[config.mk]
export PLATFORM = sky130hd
export DESIGN_NAME = seq_divider
export DESIGN_NICKNAME = d
export VERILOG_FILES = /design/src/rtl/div_pkg.sv /design/src/rtl/cla_sub.sv /design/src/rtl/seq_divider.sv
export SDC_FILE = /design/constraint.sdc
export NUM_CORES = 1
export LEC_CHECK = 0
export BUFFER_PORTS_ARGS = -buffer_cell sky130_fd_sc_hd__buf_2
export CAP_MARGIN = 20
export CORE_MARGIN = 10
export CORE_UTILIZATION = 58
export CTS_CLUSTER_SIZE = 24
export DETAILED_ROUTE_END_ITERATION = 8
export HOLD_SLACK_MARGIN = 0.08
export PLACE_DENSITY = 0.81
export SYNTH_ARGS = -nofsm -noshare
export SYNTH_HDL_FRONTEND = slang
export SYNTH_HIERARCHICAL = 1
export SYNTH_SLANG_ARGS = --single-unit
[constraint.sdc]
create_clock -name clk -period 6.2 [get_ports clk]
set_input_delay 0 -clock clk [delete_from_list [all_inputs] [get_ports clk]]
set_output_delay 0 -clock clk [all_outputs]
set_load 0.005 [all_outputs]
[src/rtl/div_pkg.sv]
// Shared types and sizing helpers for the sequential divider.
package div_pkg;

    typedef enum logic [1:0] {
        IDLE = 2'd0,
        RUN  = 2'd1,
        DONE = 2'd2
    } state_t;

    // Bits needed to hold an iteration count of 0..w.
    function automatic int cnt_width(input int w);
        return $clog2(w + 1);
    endfunction

endpackage

[src/rtl/cla_sub.sv]
// N-bit subtractor a - b built from 4-bit carry-lookahead groups, groups chained by carry.
// Combinational; borrow is high when b > a.
module cla_sub #(
    parameter int N = 17
) (
    input  logic [N-1:0] a,
    input  logic [N-1:0] b,
    output logic [N-1:0] diff,
    output logic         borrow
);

    logic [N-1:0] g;
    logic [N-1:0] p;
    logic [N:0]   c;

    // a - b computed as a + ~b + 1
    assign g = a & ~b;
    assign p = a ^ ~b;

    always_comb begin
        logic acc;
        logic pp;
        acc  = 1'b0;
        pp   = 1'b0;
        c    = '0;
        c[0] = 1'b1;
        for (int i = 0; i < N; i++) begin
            acc = g[i];
            pp  = p[i];
            for (int j = i - 1; j >= (i / 4) * 4; j--) begin
                acc = acc | (pp & g[j]);
                pp  = pp & p[j];
            end
            c[i+1] = acc | (pp & c[(i/4)*4]);
        end
    end

    assign diff   = p ^ c[N-1:0];
    assign borrow = ~c[N];

endmodule

[src/rtl/seq_divider.sv]
// Restoring sequential divider, WIDTH iterations (first one on the accepting edge); done pulses one cycle.
// Start is ignored while busy; SEQ_DIVIDER_SIGNED_EN selects two's-complement operands.
module seq_divider
    import div_pkg::*;
#(
    parameter int WIDTH = 16
) (
    input  logic             clk,
    input  logic             rst_n,
    input  logic             start,
    input  logic [WIDTH-1:0] dividend,
    input  logic [WIDTH-1:0] divisor,
    output logic             busy,
    output logic             done,
    output logic [WIDTH-1:0] quotient,
    output logic [WIDTH-1:0] remainder,
    output logic             div_by_zero
);

    localparam int CW = cnt_width(WIDTH);
    localparam logic [CW-1:0] CNT_ONE  = CW'(1);
    localparam logic [CW-1:0] CNT_LOAD = CW'(WIDTH - 1);

    state_t           state_q;
    state_t           state_d;
    logic             armed_q;
    logic [CW-1:0]    cnt_q;
    logic [WIDTH:0]   rem_q;
    logic [WIDTH-1:0] dq_q;
    logic [WIDTH-1:0] dvs_q;

    logic             accept;
    logic             dvs_zero;
    logic             last;
    logic [WIDTH-1:0] mag_a;
    logic [WIDTH-1:0] mag_b;
    logic [WIDTH:0]   it_rem;
    logic [WIDTH-1:0] it_dq;
    logic [WIDTH-1:0] it_dvs;
    logic [WIDTH:0]   shifted;
    logic [WIDTH:0]   diff;
    logic             borrow;
    logic [WIDTH:0]   nxt_rem;
    logic [WIDTH-1:0] nxt_dq;
    logic [WIDTH-1:0] res_q;
    logic [WIDTH-1:0] res_r;

    // armed_q keeps the first edge after reset release from accepting a start
    assign accept   = armed_q && start && (state_q != RUN);
    assign dvs_zero = (divisor == '0);
    assign last     = (state_q == RUN) && (cnt_q == CNT_ONE);

`ifdef SEQ_DIVIDER_SIGNED_EN
    logic qneg_q;
    logic rneg_q;

    assign mag_a = dividend[WIDTH-1] ? -dividend : dividend;
    assign mag_b = divisor[WIDTH-1]  ? -divisor  : divisor;
    assign res_q = qneg_q ? -nxt_dq : nxt_dq;
    assign res_r = rneg_q ? -nxt_rem[WIDTH-1:0] : nxt_rem[WIDTH-1:0];

    always_ff @(posedge clk or negedge rst_n) begin
        if (!rst_n) begin
            qneg_q <= 1'b0;
            rneg_q <= 1'b0;
        end else if (accept) begin
            qneg_q <= dividend[WIDTH-1] ^ divisor[WIDTH-1];
            rneg_q <= dividend[WIDTH-1];
        end
    end
`else
    assign mag_a = dividend;
    assign mag_b = divisor;
    assign res_q = nxt_dq;
    assign res_r = nxt_rem[WIDTH-1:0];
`endif

    // On the accepting edge the first iteration runs straight from the inputs
    assign it_rem  = accept ? '0    : rem_q;
    assign it_dq   = accept ? mag_a : dq_q;
    assign it_dvs  = accept ? mag_b : dvs_q;
    assign shifted = {it_rem[WIDTH-1:0], it_dq[WIDTH-1]};

    cla_sub #(.N(WIDTH + 1)) u_sub (
        .a      (shifted),
        .b      ({1'b0, it_dvs}),
        .diff   (diff),
        .borrow (borrow)
    );

    assign nxt_rem = borrow ? shifted : diff;
    assign nxt_dq  = {it_dq[WIDTH-2:0], ~borrow};

    always_ff @(posedge clk or negedge rst_n) begin
        if (!rst_n) begin
            state_q <= IDLE;
        end else begin
            state_q <= state_d;
        end
    end

    always_comb begin
        state_d = state_q;
        case (state_q)
            IDLE, DONE: begin
                if (accept) begin
                    state_d = dvs_zero ? DONE : RUN;
                end else begin
                    state_d = IDLE;
                end
            end
            RUN: begin
                if (last) begin
                    state_d = DONE;
                end
            end
            default: state_d = IDLE;
        endcase
    end

    always_comb begin
        busy = (state_q == RUN);
        done = (state_q == DONE);
    end

    always_ff @(posedge clk or negedge rst_n) begin
        if (!rst_n) begin
            armed_q <= 1'b0;
            cnt_q   <= '0;
            rem_q   <= '0;
            dq_q    <= '0;
            dvs_q   <= '0;
        end else begin
            armed_q <= 1'b1;
            if (accept && !dvs_zero) begin
                cnt_q <= CNT_LOAD;
            end else if (state_q == RUN) begin
                cnt_q <= last ? '0 : cnt_q - CNT_ONE;
            end
            if (accept || (state_q == RUN)) begin
                rem_q <= nxt_rem;
                dq_q  <= nxt_dq;
            end
            if (accept) begin
                dvs_q <= mag_b;
            end
        end
    end

    always_ff @(posedge clk or negedge rst_n) begin
        if (!rst_n) begin
            quotient    <= '0;
            remainder   <= '0;
            div_by_zero <= 1'b0;
        end else if (accept && dvs_zero) begin
            quotient    <= '1;
            remainder   <= dividend;
            div_by_zero <= 1'b1;
        end else if (last) begin
            quotient    <= res_q;
            remainder   <= res_r;
            div_by_zero <= 1'b0;
        end
    end

endmodule

After elaboration in Yosys (flattened, before gate mapping)
Cells that the tools add are included.
{"block": "word_totals", "mem_bits_ro": 0, "ramBits": 0, "latchBits": 0, "ff_bits": 89, "n_memories": 0}
{"block": "classes", "n_addsub": 1, "magnitude_cmp": 0, "n_div": 0, "n_eq_ne": 5, "n_shift": 0, "mul": 0, "bitwise": 106, "muxes": 17, "n_reduce_logical": 12}
{"op": "16-bit two-way mux", "n": 8}
{"op": "1-bit AND", "n": 61}
{"op": "1-bit OR", "n": 41}
{"op": "17-bit AND", "n": 1}
{"op": "16-bit inverter with 17-bit output", "n": 1}
{"op": "17-bit bitwise XOR", "n": 1}
{"op": "16-bit logical NOT", "n": 1}
{"op": "16-bit bitwise XOR", "n": 1}
{"op": "5-bit two-way mux", "n": 3}
{"op": "2-bit two-way mux", "n": 3}
{"op": "5-bit by 1-bit == test with 1-bit output (second input constant)", "n": 1}
{"op": "1-bit logical AND", "n": 5}
{"op": "5-bit by 1-bit subtractor with 5-bit output (second input constant)", "n": 1}
{"op": "2-bit by 1-bit inequality test with 1-bit output (second input constant)", "n": 2}
{"op": "2-bit one-hot mux with 2 select lines", "n": 1}
{"op": "2-bit nonzero test", "n": 2}
{"op": "2-bit by 1-bit == test with 1-bit output (second input constant)", "n": 1}
{"op": "2-bit == test (second input constant)", "n": 1}
{"op": "2-bit logical NOT", "n": 1}
{"op": "1-bit two-way mux", "n": 2}
{"op": "2-bit OR reduction", "n": 1}
{"op": "1-bit logical NOT", "n": 1}
{"op": "1-bit logical OR", "n": 1}

Depth between registers and ports, before layout
Gate-level depths: netlist (run 1).
{"block": "logic_depth", "depth_word": 21, "ltp_mapped": 20}

By module
The synthesis (run 1) kept the hierarchy.
{"mod": "seq_divider", "cells_per_inst": 411, "n_inst": 1, "seq_area_each_um2": 2227.1, "area_per_inst_um2": 4032.6}
{"mod": "cla_sub", "cells_per_inst": 112, "n_inst": 1, "seq_area_each_um2": 0.0, "area_per_inst_um2": 823.3}

Worst setup path before layout (run 1)
Ideal clock, no wire load.
{"block": "synth_path", "path_type": "reg-to-reg", "from": "register state_q[0]", "to": "register remainder[10]", "arrival_time_ns": 4.464, "setup_time_ns": 0.066, "n_path_buf": 4, "period_less_slack_ns": 4.531, "path_stages_with_launch": 21, "setup_slack_ns": 1.669, "cell_sequence": "dfrtp_1 > nand2b_1 > buf_2 > clkinv_1 > nor2_1 > clkbuf_1 > nand2_1 > nand2_1 > inv_1 > ha_1 > a21o_1 > a221oi_2 > nor2_1 > or3_4 > a311oi_2 > fa_1 > clkbuf_1 > clkbuf_1 > nand2_1 > a211oi_1 > a221o_1"}
{"item": "start, declared", "line_no": "seq_divider.sv:24", "source": "state_t state_q;"}
{"item": "start signal, assigned", "line_no": "seq_divider.sv:98", "source": "state_q <= state_d;"}
{"item": "2-bit by 1-bit == test with 1-bit output"}
{"item": "via busy", "line_no": "seq_divider.sv:13", "source": "output logic busy,"}
{"item": "1-bit logical AND", "line_no": "seq_divider.sv:51", "source": "assign last = (state_q == RUN) && (cnt_q == CNT_ONE);"}
{"item": "2-bit nonzero test (no line)"}
{"item": "end signal, assigned", "line_no": "seq_divider.sv:157", "source": "remainder <= dividend;"}
{"item": "end signal, assigned", "line_no": "seq_divider.sv:161", "source": "remainder <= res_r;"}
{"item": "end, declared", "line_no": "seq_divider.sv:16", "source": "output logic [WIDTH-1:0] remainder,"}
The timed path passes the listed nets, and every way through them passes these cells. The select of a mux whose other input is x is not followed.
A chain may end at the register's enable or synchronous reset.

Worst setup path in the final report (run 1)
{"block": "layout_path", "from": "register state_q[0]", "to": "register remainder[0]"}
{"block": "layout_between", "elab_chain_cells": 21}
{"item": "2-bit by 1-bit inequality test with 1-bit output *", "line_no": "seq_divider.sv:49", "source": "assign accept = armed_q && start && (state_q != RUN);"}
{"item": "1-bit logical AND *", "line_no": "seq_divider.sv:49"}
{"item": "16-bit two-way mux *"}
{"item": "via it_dvs[2]", "line_no": "seq_divider.sv:39", "source": "logic [WIDTH-1:0] it_dvs;"}
{"item": "16-bit inverter with 17-bit output *", "line_no": "cla_sub.sv:17, cla_sub.sv:18"}
{"item": "17-bit AND or 17-bit bitwise XOR (tied branches)", "line_no": "cla_sub.sv:17, cla_sub.sv:18"}
{"item": "1-bit AND, on equally long branches", "line_no": "cla_sub.sv:31, cla_sub.sv:32"}
{"item": "1-bit OR (tied with other cells)", "line_no": "cla_sub.sv:31", "source": "acc = acc | (pp & g[j]);"}
{"item": "[6 not listed]"}
{"item": "1-bit OR *", "line_no": "cla_sub.sv:34", "source": "c[i+1] = acc | (pp & c[(i/4)*4]);"}
{"item": "1-bit AND *", "line_no": "cla_sub.sv:34"}
{"item": "1-bit OR *", "line_no": "cla_sub.sv:34"}
{"item": "1-bit AND *", "line_no": "cla_sub.sv:34"}
{"item": "1-bit OR *", "line_no": "cla_sub.sv:34"}
{"item": "16-bit two-way mux *", "line_no": "seq_divider.sv:91", "source": "assign nxt_rem = borrow ? shifted : diff;"}
{"item": "16-bit two-way mux *", "line_no": "seq_divider.sv:159", "source": "end else if (last) begin"}
{"item": "16-bit two-way mux *", "line_no": "seq_divider.sv:155", "source": "end else if (accept && dvs_zero) begin"}
The timed path passes the listed nets; every way through them passes the cells marked *. The select of a mux whose other input is x is not followed.

==> flow_summary.json, run 1 <==
{
  "status": "finished, final reports clean",
  "cts_buffers": 9,
  "seq_area_mm2": 0.00223,
  "final_cell_mix": "nand2_1 (111), dfrtp_1 (89), buf_2 (68), dlygate4sd3_1 (34), inv_1 (32)",
  "cts_tree": "built",
  "grt_max_degree": 90,
  "final_net_count": 680,
  "crit_chain": "nand2b_1, clkinv_1, nor2_2, nand2_1, nand2_1, inv_1, ha_1, o21ai_0, a221o_1, a21oi_1, or3_4, a311oi_2, fa_1, nand2b_1, a21oi_1, nor4_1, a221o_1",
  "final_hold_viol_count": 0,
  "relSlewSlack": 0.339,
  "end_kind": "flop",
  "grt_pass1_vias": 4343,
  "critPathRequiredTime_ns": 6.45,
  "cpMaxStageDelayCell": "fa_1",
  "wl_per_cell_um": 17.6,
  "grt_use_total": 0.206,
  "die_h_um": 111,
  "cts.sinks": 89,
  "worstSetupPathType": "flop to flop",
  "worstHoldPathType": "input pin to flop",
  "worst_pin_slew_ns": 0.988,
  "crit_start": "state_q[0]",
  "routed_wl_um": 12900,
  "rsz0062_at_grt": "no",
  "critical_path.top_delay_family": "simple AND/OR/NAND/NOR gates",
  "min_from": "start",
  "slew_viol_final": 0,
  "antenna_cells": 0,
  "cts-root-buf": "clkbuf_8",
  "ir_drop_mv": 0.320,
  "fin_setup_tns_ns": 0,
  "grt_first_pass_wirelength_um": 21500,
  "r2r_start": "state_q[0]",
  "fin_crit_sh": 0.880,
  "initial_core_util": 0.594,
  "rrSetupSlack_ns": 0.74,
  "gp_routability_congestion": 0.840,
  "n_fill_cell": 618,
  "cap_violations": 0,
  "hold_end": "dvs_q[3]",
  "drtIter0Drc": 312,
  "vias_per_cell": 5.88,
  "pwr_density_cell_mw_per_mm2": 618,
  "leakagePower_nw": 2.80,
  "path_buf_inv": 2,
  "vias": 4307,
  "io_pins": 70,
  "finalSetupViolations": 0,
  "h-tree-depth": 3,
  "dp_hpwl_um": 8730,
  "multi_input_comb_area_mm2": 0.00238,
  "drive_above_1_share": 0.174,
  "ant_nets": 0,
  "synth_warnings": 6,
  "startpoint_type": "flop",
  "r2r_end": "remainder[0]",
  "firstDrtPassIters": 5,
  "cp.arrival_ns": 5.71,
  "post-route-drc-count": 0,
  "hold_depth": 5,
  "grt-ovfl-total": 0,
  "core_mm2": 0.00818,
  "final_common_cell": "nand2_1",
  "die_x_um": 111,
  "clock_latency_ns": 0.38,
  "syn_area_per_cell_um2": 9.30,
  "fin_crit_ns": 5.46,
  "num_rows": 33,
  "cts_buffer_depth": 2,
  "synth_nets": 580,
  "final_core_util": 0.726,
  "timing.fmax_mhz": 183,
  "max_stage_delay_ns": 0.88,
  "post_cts_buffers": 0,
  "area_growth_pct": 22.3,
  "synthCells": 522,
  "antenna_found_initial": 0,
  "clkTransAtPathRegs_ns": 0.09,
  "dieArea_mm2": 0.0124,
  "cp_max_fo": 34,
  "syn_area_mm2": 0.00485,
  "reg2regPathDepth": 17,
  "skew_ns": 0.0107,
  "portBuffers": 69
}
-- stage by stage --
stage,power (mW),hold WS (ns),area [um^2],std cells,setup WS (ns)
after CTS,3.63,0.219,5830,726,0.815
after global routing,4.00,0.266,5930,732,0.193
after global placement,3.05,0.240,5280,677,1.04
after floorplan,2.60,-0.296,4850,522,1.67
after detailed placement,3.14,0.237,5280,677,0.825
final,3.67,0.231,5930,732,0.743
-- layout make-up --
cell class | instances | share of cell area
clock buffers | 10 | 0.0215
multi-input cells | 372 | 0.401
inverters | 33 | 0.0209
flip-flops and latches | 89 | 0.375
repair buffers | 117 | 0.143
clock inverters | 6 | 0.0164
well taps | 105 | 0.0221
-- power by group --
part	switching (mW)	internal, mW	total (mW)
Clock	0.229	0.234	0.462
Combinational	1.19	0.975	2.17
Sequential	0.175	0.867	1.04
-- per-layer routing --
| layer | up-vias | track usage | wire length, um |
|---|---|---|---|
| met3 | 36 | 0.0429 | 638 |
| li1 | 2031 | - | - |
| met1 | 2106 | 0.246 | 5440 |
| met2 | 134 | 0.346 | 6440 |
| met4 | 0 | 0.102 | 391 |
| met5 | - | 0 | 0 |
-- flip-flops by register name, summed over array words and instances (netlist names) --
register and cells:
quotient 16, cnt_q 5, armed_q 1, remainder 16
state_q 2, rem_q 16, dvs_q 16, dq_q 16
div_by_zero 1
-- worst register-to-register path, cell delays in order, from the launching register on --
cell and delay, ns:
dfrtp_1 0.42, nand2b_1 0.37, clkinv_1 0.32, nor2_2 0.73, nand2_1 0.12, nand2_1 0.11, inv_1 0.05, ha_1 0.31
o21ai_0 0.36, a221o_1 0.26, a21oi_1 0.12, or3_4 0.38, a311oi_2 0.27, fa_1 0.88, nand2b_1 0.11, a21oi_1 0.15
nor4_1 0.07, a221o_1 0.31
-- what timing repair did --
| item | in CTS | in global routing |
|---|---|---|
| hold buffers | 33 | 1 |
| endpoints found under the setup margin | 0 | 0 |
| hold endpoints to repair | 136 | 17 |
| resized for setup | 0 | 0 |
-- worst max-delay path by stage --
| stage | to | slack, ns | depth (start not counted) |
|---|---|---|---|
| after global routing | remainder[0] | 0.19 | 17 |
| after global placement | remainder[7] | 1.04 | 16 |
| after detailed placement | remainder[11] | 0.83 | 16 |
| final | remainder[0] | 0.74 | 17 |
| after CTS | remainder[11] | 0.81 | 16 |
| after floorplan | remainder[10] | 1.67 | 20 |
Power figures use the tool's default switching activity.
==> inputs of run 2 (changes only) <==
--- a/config.mk
+++ b/config.mk
@@ -8,11 +8,11 @@
 export BUFFER_PORTS_ARGS = -buffer_cell sky130_fd_sc_hd__buf_2
 export CAP_MARGIN = 20
 export CORE_MARGIN = 10
-export CORE_UTILIZATION = 58
+export CORE_UTILIZATION = 45
 export CTS_CLUSTER_SIZE = 24
 export DETAILED_ROUTE_END_ITERATION = 8
 export HOLD_SLACK_MARGIN = 0.08
-export PLACE_DENSITY = 0.81
+export PLACE_DENSITY = 0.65
 export SYNTH_ARGS = -nofsm -noshare
 export SYNTH_HDL_FRONTEND = slang
 export SYNTH_HIERARCHICAL = 1
==> run 2 against run 1 <==
Net effect: highest routed layer unchanged; core utilization shrank 16 points; cell area fell by 0.53%; setup slack improved by 0.75 ns; worst hold slack got worse by 0.11 ns; maximum frequency increased by 16%; sequential power about the same; flip-flop and latch count unchanged; critical path depth is 1 higher; die area rose by 23%; non-clock buffer count is 5 lower; via count shrank 3.9%; critical endpoint is now remainder[11]; global-route usage shrank 3.3 points.
==> flow_summary.json, run 2 (synthesis results as in run 1) <==
{
  "drtIter0Drc": 277,
  "leakagePower_nw": 2.76,
  "setup_ws_ns": 1.49,
  "pwr_density_cell_mw_per_mm2": 610,
  "rsz0062_at_grt": "no",
  "finalSetupViolations": 0,
  "io_pins": 70,
  "crit_top_cell": "nand2_1",
  "gp_routability_congestion": 0.804,
  "worst_pin_slew_ns": 0.788,
  "h-tree-depth": 3,
  "critical_path.top_delay_family": "simple AND/OR/NAND/NOR gates",
  "critPathRequiredTime_ns": 6.52,
  "switching_share": 0.430,
  "cpMaxStageDelayCell": "nor2_2",
  "area_growth_pct": 21.7,
  "timing.fmax_mhz": 212,
  "ant_nets": 0,
  "cts.sinks": 89,
  "cap_violations": 0,
  "worstSetupPathType": "flop to flop",
  "worstHoldPathType": "input pin to async pin",
  "max_stage_delay_ns": 0.67,
  "final_hold_viol_count": 0,
  "cts_buffers": 9,
  "cp.arrival_ns": 5.02,
  "pwr-share-comb": 0.591,
  "cts_tree": "built",
  "rrSetupSlack_ns": 1.49,
  "dp_hpwl_um": 9070,
  "fin_crit_sh": 0.759,
  "wl_per_cell_um": 16.8,
  "crit_chain": "nand2b_1, clkinv_1, nor2_2, buf_4, nand2_1, nand2_1, inv_1, ha_1, nand2_1, a221o_1, a21oi_1, or3_4, a311oi_2, fa_1, clkbuf_16, nand2b_1, a211oi_1, a221o_1",
  "portBuffers": 69,
  "post-route-drc-count": 0,
  "power_frac_clock": 0.120,
  "path_buf_inv": 4,
  "r2r_start": "state_q[0]",
  "cts_buffer_depth": 2,
  "slew_viol_final": 0,
  "fin_setup_tns_ns": 0,
  "vias": 4140,
  "relSlewSlack": 0.474,
  "fin_crit_ns": 4.71,
  "final_net_count": 675,
  "reg2regPathDepth": 18,
  "grt_first_pass_wirelength_um": 21100,
  "initial_core_util": 0.466,
  "cts_resized": 0,
  "pwr-share-seq": 0.289,
  "startpoint_type": "flop",
  "r2r_end": "remainder[11]",
  "final_cell_mix": "nand2_1 (111), dfrtp_1 (89), buf_2 (68), dlygate4sd3_1 (33), inv_1 (32)",
  "routed_wl_um": 12800,
  "firstDrtPassIters": 4,
  "switchingPower_mw": 1.55,
  "skew_ns": 0.0177,
  "cts-root-buf": "clkbuf_8",
  "num_rows": 37,
  "clock_latency_ns": 0.38,
  "die_x_um": 124,
  "end_kind": "flop",
  "drive_above_1_share": 0.170,
  "status": "finished, final reports clean",
  "vias_per_cell": 5.45,
  "die_h_um": 124,
  "clkTransAtPathRegs_ns": 0.09,
  "internal_power_mw": 2.05,
  "crit_start": "state_q[0]",
  "ir_drop_mv": 0.218,
  "grt_max_degree": 64,
  "grt_pass1_vias": 4202,
  "antenna_found_initial": 1,
  "grt_use_total": 0.174,
  "cp_max_fo": 34,
  "pre_cts_slack_ns": 1.16,
  "dieArea_mm2": 0.0153,
  "core_mm2": 0.0104,
  "final_common_cell": "nand2_1",
  "grt-ovfl-total": 0
}
==> run 2: how the worst max path moves through the flow <==
stage                     to  cells past startpoint
6_report       remainder[11]                     18
5_1_grt         remainder[0]                     19
4_1_cts        remainder[11]                     17
3_5_place_dp   remainder[12]                     17
3_3_place_gp   remainder[11]                     17
2_1_floorplan  remainder[10]                     20
==> run 2: final cells by class <==
class | count | area, um^2
fillers | 930 | 4510
multi-input cells | 372 | 2380
flip-flops and latches | 89 | 2230
repair buffers | 112 | 791
well taps | 136 | 170
clock buffers | 11 | 151
inverters | 33 | 124
clock inverters | 5 | 60.1
diodes | 1 | 2.50
==> run 2: per-stage QoR <==
stage | total power, mW | instance area, um^2 | hold slack (ns) | util | std cells
finish | 3.60 | 5900 | 0.125 | 0.567 | 759
global route | 3.96 | 5900 | 0.194 | 0.567 | 759
CTS | 3.59 | 5840 | 0.138 | 0.561 | 755
detailed placement | 3.13 | 5300 | 0.0182 | 0.509 | 706
global placement | 3.07 | 5300 | 0.00832 | 0.509 | 706
floorplan | 2.60 | 4850 | -0.296 | - | 522
==> run 2: what timing repair did <==
| item | CTS | global route |
|---|---|---|
| hold endpoints to repair | 86 | 0 |
| setup buffers | 0 | 0 |
| hold buffers | 33 | 0 |
| endpoints found under the setup margin | 0 | 0 |
==> run 2: routing by layer <==
layer / part of all wire / track usage
met2: 0.49 / 0.283
met1: 0.44 / 0.216
met5: 0 / 0
met4: 0.025 / 0.0808
met3: 0.046 / 0.0371
==> run 2: power by group through the flow <==
| stage | Combinational [mW] | Clock (mW) | Sequential (mW) |
|---|---|---|---|
| floorplan | 1.59 | 0 | 1.01 |
| global placement | 2.03 | 0 | 1.05 |
| detailed placement | 2.07 | 0 | 1.05 |
| CTS | 2.10 | 0.444 | 1.04 |
| global route | 2.41 | 0.473 | 1.08 |
| finish | 2.13 | 0.432 | 1.04 |
